**src/rtl/axis_packet_rr_arbiter.sv**
```systemverilog
// Packet-atomic round-robin arbiter merging CHANNEL_NUMBER AXI-Stream inputs onto one registered output.
// Define AXIS_ARB_PMU_EN to add per-channel saturating packet counters (pmu_clear_i, pmu_pkt_cnt_o).
//
// state | meaning
// IDLE  | no grant held; pick next requester after grant_q, wrapping modulo CHANNEL_NUMBER
// GRANT | channel grant_q owns the output until its TLAST beat is accepted
module axis_packet_rr_arbiter #(
  parameter int CHANNEL_NUMBER = 8,
  parameter int DATA_WIDTH     = 40,
  parameter int CNT_WIDTH      = 16
) (
  input  logic                                 ACLK,
  input  logic                                 ARESET,
  input  logic [CHANNEL_NUMBER*DATA_WIDTH-1:0] s_tdata_i,
  input  logic [CHANNEL_NUMBER-1:0]            s_tvalid_i,
  input  logic [CHANNEL_NUMBER-1:0]            s_tlast_i,
  output logic [CHANNEL_NUMBER-1:0]            s_tready_o,
  output logic [DATA_WIDTH-1:0]                m_tdata_o,
  output logic                                 m_tvalid_o,
  output logic                                 m_tlast_o,
  input  logic                                 m_tready_i,
  output logic [$clog2(CHANNEL_NUMBER)-1:0]    grant_o,
  output logic                                 busy_o
`ifdef AXIS_ARB_PMU_EN
  ,
  input  logic                                 pmu_clear_i,
  output logic [CHANNEL_NUMBER*CNT_WIDTH-1:0]  pmu_pkt_cnt_o
`endif
);

  localparam int GW = $clog2(CHANNEL_NUMBER);

  if (CHANNEL_NUMBER < 2 || CNT_WIDTH < 1) begin : g_param_check
    $error("axis_packet_rr_arbiter: CHANNEL_NUMBER must be >= 2 and CNT_WIDTH >= 1");
  end

  typedef enum logic {IDLE, GRANT} state_e;

  state_e                state_q, state_d;
  logic [GW-1:0]         grant_q, grant_d;
  logic [DATA_WIDTH-1:0] tdata_q, tdata_d;
  logic                  tvalid_q, tvalid_d;
  logic                  tlast_q, tlast_d;
  logic                  busy_q, busy_d;
  logic [GW-1:0]         rr_idx, rr_sel;
  logic                  rr_found;
  logic                  slot_free, in_hs;

  assign slot_free = !tvalid_q || m_tready_i;
  assign in_hs     = (state_q == GRANT) && slot_free && s_tvalid_i[grant_q];

  // Search upward from the last grant so the previous winner ends up lowest priority.
  always_comb begin
    rr_found = 1'b0;
    rr_sel   = grant_q;
    rr_idx   = grant_q;
    for (int off = 1; off <= CHANNEL_NUMBER; off++) begin
      rr_idx = GW'((int'(grant_q) + off) % CHANNEL_NUMBER);
      if (!rr_found && s_tvalid_i[rr_idx]) begin
        rr_found = 1'b1;
        rr_sel   = rr_idx;
      end
    end
  end

  always_comb begin
    s_tready_o = '0;
    if (state_q == GRANT) s_tready_o[grant_q] = slot_free;
  end

  always_comb begin
    state_d  = state_q;
    grant_d  = grant_q;
    tdata_d  = tdata_q;
    tvalid_d = tvalid_q;
    tlast_d  = tlast_q;
    case (state_q)
      IDLE: begin
        if (slot_free) begin
          tvalid_d = 1'b0;
          tlast_d  = 1'b0;
        end
        if (rr_found) begin
          grant_d = rr_sel;
          state_d = GRANT;
        end
      end
      GRANT: begin
        if (in_hs) begin
          tdata_d  = s_tdata_i[grant_q*DATA_WIDTH +: DATA_WIDTH];
          tlast_d  = s_tlast_i[grant_q];
          tvalid_d = 1'b1;
          if (s_tlast_i[grant_q]) state_d = IDLE;
        end else if (slot_free) begin
          tvalid_d = 1'b0;
          tlast_d  = 1'b0;
        end
      end
      default: state_d = IDLE;
    endcase
    busy_d = (state_d == GRANT);
  end

  always_ff @(posedge ACLK or posedge ARESET) begin
    if (ARESET) begin
      state_q  <= IDLE;
      grant_q  <= GW'(CHANNEL_NUMBER - 1);
      tdata_q  <= '0;
      tvalid_q <= 1'b0;
      tlast_q  <= 1'b0;
      busy_q   <= 1'b0;
    end else begin
      state_q  <= state_d;
      grant_q  <= grant_d;
      tdata_q  <= tdata_d;
      tvalid_q <= tvalid_d;
      tlast_q  <= tlast_d;
      busy_q   <= busy_d;
    end
  end

  assign m_tdata_o  = tdata_q;
  assign m_tvalid_o = tvalid_q;
  assign m_tlast_o  = tlast_q;
  assign grant_o    = grant_q;
  assign busy_o     = busy_q;

`ifdef AXIS_ARB_PMU_EN
  logic [CNT_WIDTH-1:0] cnt_q [CHANNEL_NUMBER];
  logic [CNT_WIDTH-1:0] cnt_d [CHANNEL_NUMBER];

  // Clear takes precedence over a same-cycle packet end.
  always_comb begin
    for (int i = 0; i < CHANNEL_NUMBER; i++) begin
      cnt_d[i] = cnt_q[i];
      if (pmu_clear_i) begin
        cnt_d[i] = '0;
      end else if (in_hs && s_tlast_i[grant_q] && (grant_q == GW'(i)) && (cnt_q[i] != '1)) begin
        cnt_d[i] = cnt_q[i] + 1'b1;
      end
    end
  end

  always_ff @(posedge ACLK or posedge ARESET) begin
    if (ARESET) begin
      for (int i = 0; i < CHANNEL_NUMBER; i++) cnt_q[i] <= '0;
    end else begin
      for (int i = 0; i < CHANNEL_NUMBER; i++) cnt_q[i] <= cnt_d[i];
    end
  end

  always_comb begin
    pmu_pkt_cnt_o = '0;
    for (int i = 0; i < CHANNEL_NUMBER; i++) pmu_pkt_cnt_o[i*CNT_WIDTH +: CNT_WIDTH] = cnt_q[i];
  end
`endif

endmodule

```
**config.mk**
```make
export PLATFORM = sky130hd
export DESIGN_NAME = axis_packet_rr_arbiter
export DESIGN_NICKNAME = d
export VERILOG_FILES = /design/src/rtl/axis_packet_rr_arbiter.sv
export SDC_FILE = /design/constraint.sdc
export NUM_CORES = 1
export LEC_CHECK = 0
export BUFFER_PORTS_ARGS = -buffer_cell sky130_fd_sc_hd__buf_2
export CORE_AREA = 2 2 153 155
export CTS_BUF_LIST = sky130_fd_sc_hd__clkbuf_2
export DETAILED_ROUTE_END_ITERATION = 8
export DIE_AREA = 0 0 155 157
export GPL_TIMING_DRIVEN = 1
export HOLD_SLACK_MARGIN = 0.02
export SKIP_LAST_GASP = 1
export SYNTH_ARGS = -nofsm -noshare
export SYNTH_HDL_FRONTEND = slang
export SYNTH_SLANG_ARGS = --single-unit
```
**constraint.sdc**
```tcl
create_clock -name ACLK -period 3.6 [get_ports ACLK]
set_input_delay 0.54 -clock ACLK [delete_from_list [all_inputs] [get_ports ACLK]]
set_output_delay 0.54 -clock ACLK [all_outputs]
set_load 0.01 [all_outputs]
```
# After elaboration in Yosys (flattened, before gate mapping)
# Index checks and enable logic that the tools add are counted.
word_totals:
  reg_bits: 46
  wordCells: 98
op_classes:
  addsub: 8
  n_mul: 1
  n_lt_le_gt_ge: 10
  n_shift: 1
  muxes: 49
  bitwise: 2
  reduce_logical: 22
op_table:
  columns: ["operator", "count"]
  rows:
  - ["$shiftx A320 B10 Y40", 1]
  - ["$lt A3 B4 Y1 const B", 9]
  - ["$bmux W1 S3", 10]
  - ["$mux W1", 26]
  - ["$mux W3", 8]
  - ["$add A3 B3 Y3 const B", 4]
  - ["$logic_and A1 B1 Y1", 10]
  - ["$and A8 B8 Y8", 1]
  - ["$logic_not A1 Y1", 8]
  - ["$mux W8", 1]
  - ["$reduce_bool A8 Y1", 1]
  - ["$add A3 B1 Y3 const B", 2]
  - ["$add A3 B2 Y3 const B", 2]
  - ["$mul A3 B3 Y6 const B", 1]
  - ["$pmux W1 S2", 3]
  - ["$demux W1 S3", 1]
  - ["$ge A3 B1 Y1 const B", 1]
  - ["$reduce_and A3 Y1", 1]
  - ["$reduce_and A2 Y1", 1]
  - ["$logic_or A1 B1 Y1", 1]
  - ["$not A1 Y1", 1]

# Depth between registers and ports, before layout
depth:
  ltp_word: 27
  mapped_depth: 13
  depth_no_buf: 9

# Worst setup path before layout
# No wires, ideal clock.
synth_path:
  kind: "register to register"
  start: "register grant_q[0], in the netlist grant_o[0]"
  end: "register grant_q[2], in the netlist grant_o[2]"
  t_arrival_ns: 3.377
  t_required_ns: 3.506
  slack_ns: 0.129
  stages_incl_launch_ff: 14
  n_path_buf: 4
  cell_sequence: "dfstp_2 -> buf_6 -> buf_2 -> buf_1 -> inv_1 -> ha_1 -> buf_2 -> mux4_1 -> mux2i_4 -> nand4_1 -> or3_4 -> o21ai_2 -> a211oi_1 -> o311ai_2"
synth_between:
  elab_chain_len: 26
  elab_cells_between_ends: 56
  cone_classes: "add/sub (8); mux (32); reduce/logical (16)"
synth_lines:
  columns: ["element", "line_no", "text"]
  rows:
  - ["start, declared", "40", "logic [GW-1:0] grant_q, grant_d;"]
  - ["start signal, assigned", "107", "grant_q <= GW'(CHANNEL_NUMBER - 1);"]
  - ["start signal, assigned", "114", "grant_q <= grant_d;"]
  - ["$add A3 B1 Y3", "58", "rr_idx = GW'((int'(grant_q) + off) % CHANNEL_NUMBER);"]
  - ["$bmux W1 S3", "59", "if (!rr_found && s_tvalid_i[rr_idx]) begin"]
  - ["$mux W1 (not written as such)", "59", null]
  - ["$mux W1", "59", null]
  - ["$logic_not A1 Y1", "59", null]
  - ["$logic_and A1 B1 Y1", "59", null]
  - ["$mux W1", "59", null]
  - ["$logic_not A1 Y1", "59", null]
  - ["[... 10 more ...]", null, null]
  - ["$mux W1", "59", null]
  - ["$logic_not A1 Y1", "59", null]
  - ["$logic_and A1 B1 Y1", "59", null]
  - ["$mux W1", "59", null]
  - ["$logic_not A1 Y1", "59", null]
  - ["$logic_and A1 B1 Y1", "59", null]
  - ["$reduce_bool A8 Y1 (no source line) / $mux W1 (equally long branches)", null, null]
  - ["$reduce_and A3 Y1 (no source line)", null, null]
# Several ways; a longest one is shown, not always the timed one. The select of a mux whose other input is x is not followed.
# A chain may end at the register's enable or synchronous reset.

# Worst setup path in the final report
# Same ends and word-level chain as after synthesis.

==> out/results.ini <==
[grt]
antenna_found_initial=9
grt_pass1_wl_um=30500
grt_max_degree=45
grt_pass1_vias=5500
grt_usage_pct=16.6
overflow=0

[setup_path]
reg2reg_from=grant_o[0]
start_kind=flop
crit_family=flip-flops
startpoint=grant_o[0]
crit_end=grant_o[2]
arrival_ns=3.50
r2r-end=grant_o[2]
max_stage_delay_ns=0.81
r2r.worst_path.cells=10
crit_path_end_kind=flop
cp.depth=10
critical_path.cell_chain=inv_1 > ha_1 > buf_4 > mux2i_1 > mux4_2 > nand4_1 > or3_4 > o21ai_2 > a211oi_1 > o311ai_2
rrSetupSlack_ns=0.51
slowest_stage=dfstp_4
required_ns=4.01
setup.worst_path.class=flop to flop
crit_path_max_fanout=16
path_buf_inv=2

[clocking]
cts.path.max_buffers=2
cts_max_level=2
postCtsHoldBufs=0
cts-root-buf=clkbuf_2
cts_buffers=5
post_cts_buffers=0
cts_tree=yes
post_cts_resized=0
cts.sinks=46
clk_latency_ns=0.51
path_clk_slew_ns=0.30

[drt]
vias_per_cell=4.95
routed_wirelength_um=21400
drc=0
drt_iter0_markers=337
final_antenna_net_count=0
avgRoutedWirePerCell_um=19.5
drt-pass1-iter-count=4
vias=5443

[floorplan]
dieArea_um2=24300
core_area_um2=22500
io_pins=393
rows=55
die_w_um=155
dieHeight_um=157
initial_core_util_pct=21.6

[power_and_ir_drop]
ir_drop_mv=0.425
p_leak_nw=3.38
powerDensity_nw_per_um2=802
power.total_mw=5.76

[logic_synthesis]
synthMuxAreaShare_pct=47.5
syn_nets=785
synth.area.top_cells=mux4_2, dfrtp_1, nand2_1
ys_types=40
synth_fa_ha_area_share_pct=1.54
syn-cell-area_um2=4860
synth.largest_area_cell=mux4_2
synth_top_family_by_area=multiplexers
syn_area_per_cell_um2=11.1
synth_xor_area_share_pct=0.926
synth_compound_area_share_pct=8.72
yosysSeqAreaShare_pct=23.7
synth_top_area_share_pct=41.2
syn_inst=440
synth_warnings=0
synth_edf_count=0
async_flop_share_pct=100
synth_ff_type=dfrtp_1
yosys.area_share.simple_pct=12.9
synth_seq_cells=46

[finish]
fillerInstances=2364
seq_area_um2=1160
drive_gt1_share_pct=64.2
finalNetCount=1157
final_cell_area_um2=7180
multi_input_area_um2=3490
syn_to_final_growth_pct=47.7

[worst_hold_path]
hp-class=input port to async pin

[sta]
rsz0062_at_grt=false
tns_ns=0
post-route-min-period_ns=3.09
fmax_mhz=323
period_share_pct=86.0
setup_slack_ns=0.505
slew_headroom_pct=48.1
setup_viol=0
tightest_slew_ns=0.777
worst_clock_skew_ns=0.0391
maxSlewViolCount=0
hold_viol=0

[placed_design]
placed_cell_area_um2=7110
post-place-ws_ns=0.575
place_hpwl_um=17700
port_buffers=392
place_congestion=0.843

[flow_run]
drv_cap=0

[status]
status=finished clean

[placed cells by master (no fill, tap or decap), drive strengths merged, types with 8 or more instances in the layout]
master    n
o21ai     8
nand2    85
inv      12
a31oi    41
mux2i    14
mux4     92
dfrtp    43
buf     405
nor2     50
[through the flow]
stage	hold WS [ns]	util [%]	cells
2_1_floorplan	0.556	-	440
3_3_place_gp	0.515	31.6	1090
3_5_place_dp	0.516	31.6	1090
4_1_cts	0.0985	31.9	1098
5_1_grt	0.125	31.9	1099
6_report	0.109	31.9	1100
[synthesized netlist by cell type (2+ instances only)]
| cell type | instances |
|---|---|
| a211oi_1 | 4 |
| mux4_1 | 3 |
| inv_1 | 10 |
| buf_1 | 3 |
| dfrtp_1 | 43 |
| o21ai_0 | 7 |
| mux2i_1 | 12 |
| mux2_2 | 4 |
| buf_6 | 2 |
| nand2_1 | 85 |
| nor3_1 | 7 |
| mux2i_4 | 2 |
| o21bai_1 | 2 |
| ha_1 | 6 |
| nor2_1 | 50 |
| buf_2 | 15 |
| nand3_1 | 7 |
| dfstp_2 | 3 |
| a21oi_1 | 7 |
| mux4_2 | 89 |
| clkbuf_1 | 20 |
| a31oi_1 | 41 |
[area by class of cell]
| class | instances | share of cell area [%] |
|---|---|---|
| sequential | 46 | 16.2 |
| timing repair buffer | 405 | 28.7 |
| tap | 285 | 4.96 |
| inverter | 12 | 0.627 |
| clock inverter | 2 | 0.523 |
| multi-input combinational | 342 | 48.5 |
| antenna | 2 | 0.0697 |
| clock buffer | 6 | 0.418 |
[worst min-delay path by stage]
| stage | from | endpoint | slack [ns] |
|---|---|---|---|
| after floorplan | m_tlast_o | m_tlast_o | 0.56 |
| after global placement | m_tlast_o | m_tlast_o | 0.51 |
| after detailed placement | m_tlast_o | m_tlast_o | 0.52 |
| after CTS | ARESET | m_tdata_o[5] | 0.1 |
| after global routing | ARESET | m_tdata_o[5] | 0.12 |
| final | ARESET | m_tdata_o[6] | 0.11 |
[power by group]
group	leakage, nW	switching [mW]	internal (mW)
logic	2.82	2.32	2.08
registers	0.514	0.222	0.816
clock network	0.0392	0.213	0.119
total	3.38	2.75	3.01
[kinds of logic (layout without fill, tap and decap cells)]
logic type / count (synthesis) / count (layout)
AO/OA/AOI/OAI: 66 / 66
XOR/XNOR: 3 / 3
adder cells (fa/ha/maj): 6 / 6
buffers and inverters: 52 / 425
flip-flops: 46 / 46
multiplexers: 111 / 111
other: 0 / 2
AND/OR/NAND/NOR: 156 / 156
[state kept, by name, summed over array words and instances (netlist names)]
name,count
grant_o,3
m_tlast_o,1
m_tvalid_o,1
m_tdata_o,40
busy_o,1
[layer usage]
| metal | share of wire, % | GRT usage [%] | wire length (um) |
|---|---|---|---|
| met5 | 0.41 | 0 | 87 |
| met1 | 38 | 19.7 | 8130 |
| met2 | 51 | 29.7 | 11000 |
| met4 | 2.4 | 4.76 | 516 |
| met3 | 8.0 | 4.27 | 1720 |
(Power assumes the default switching activity.)
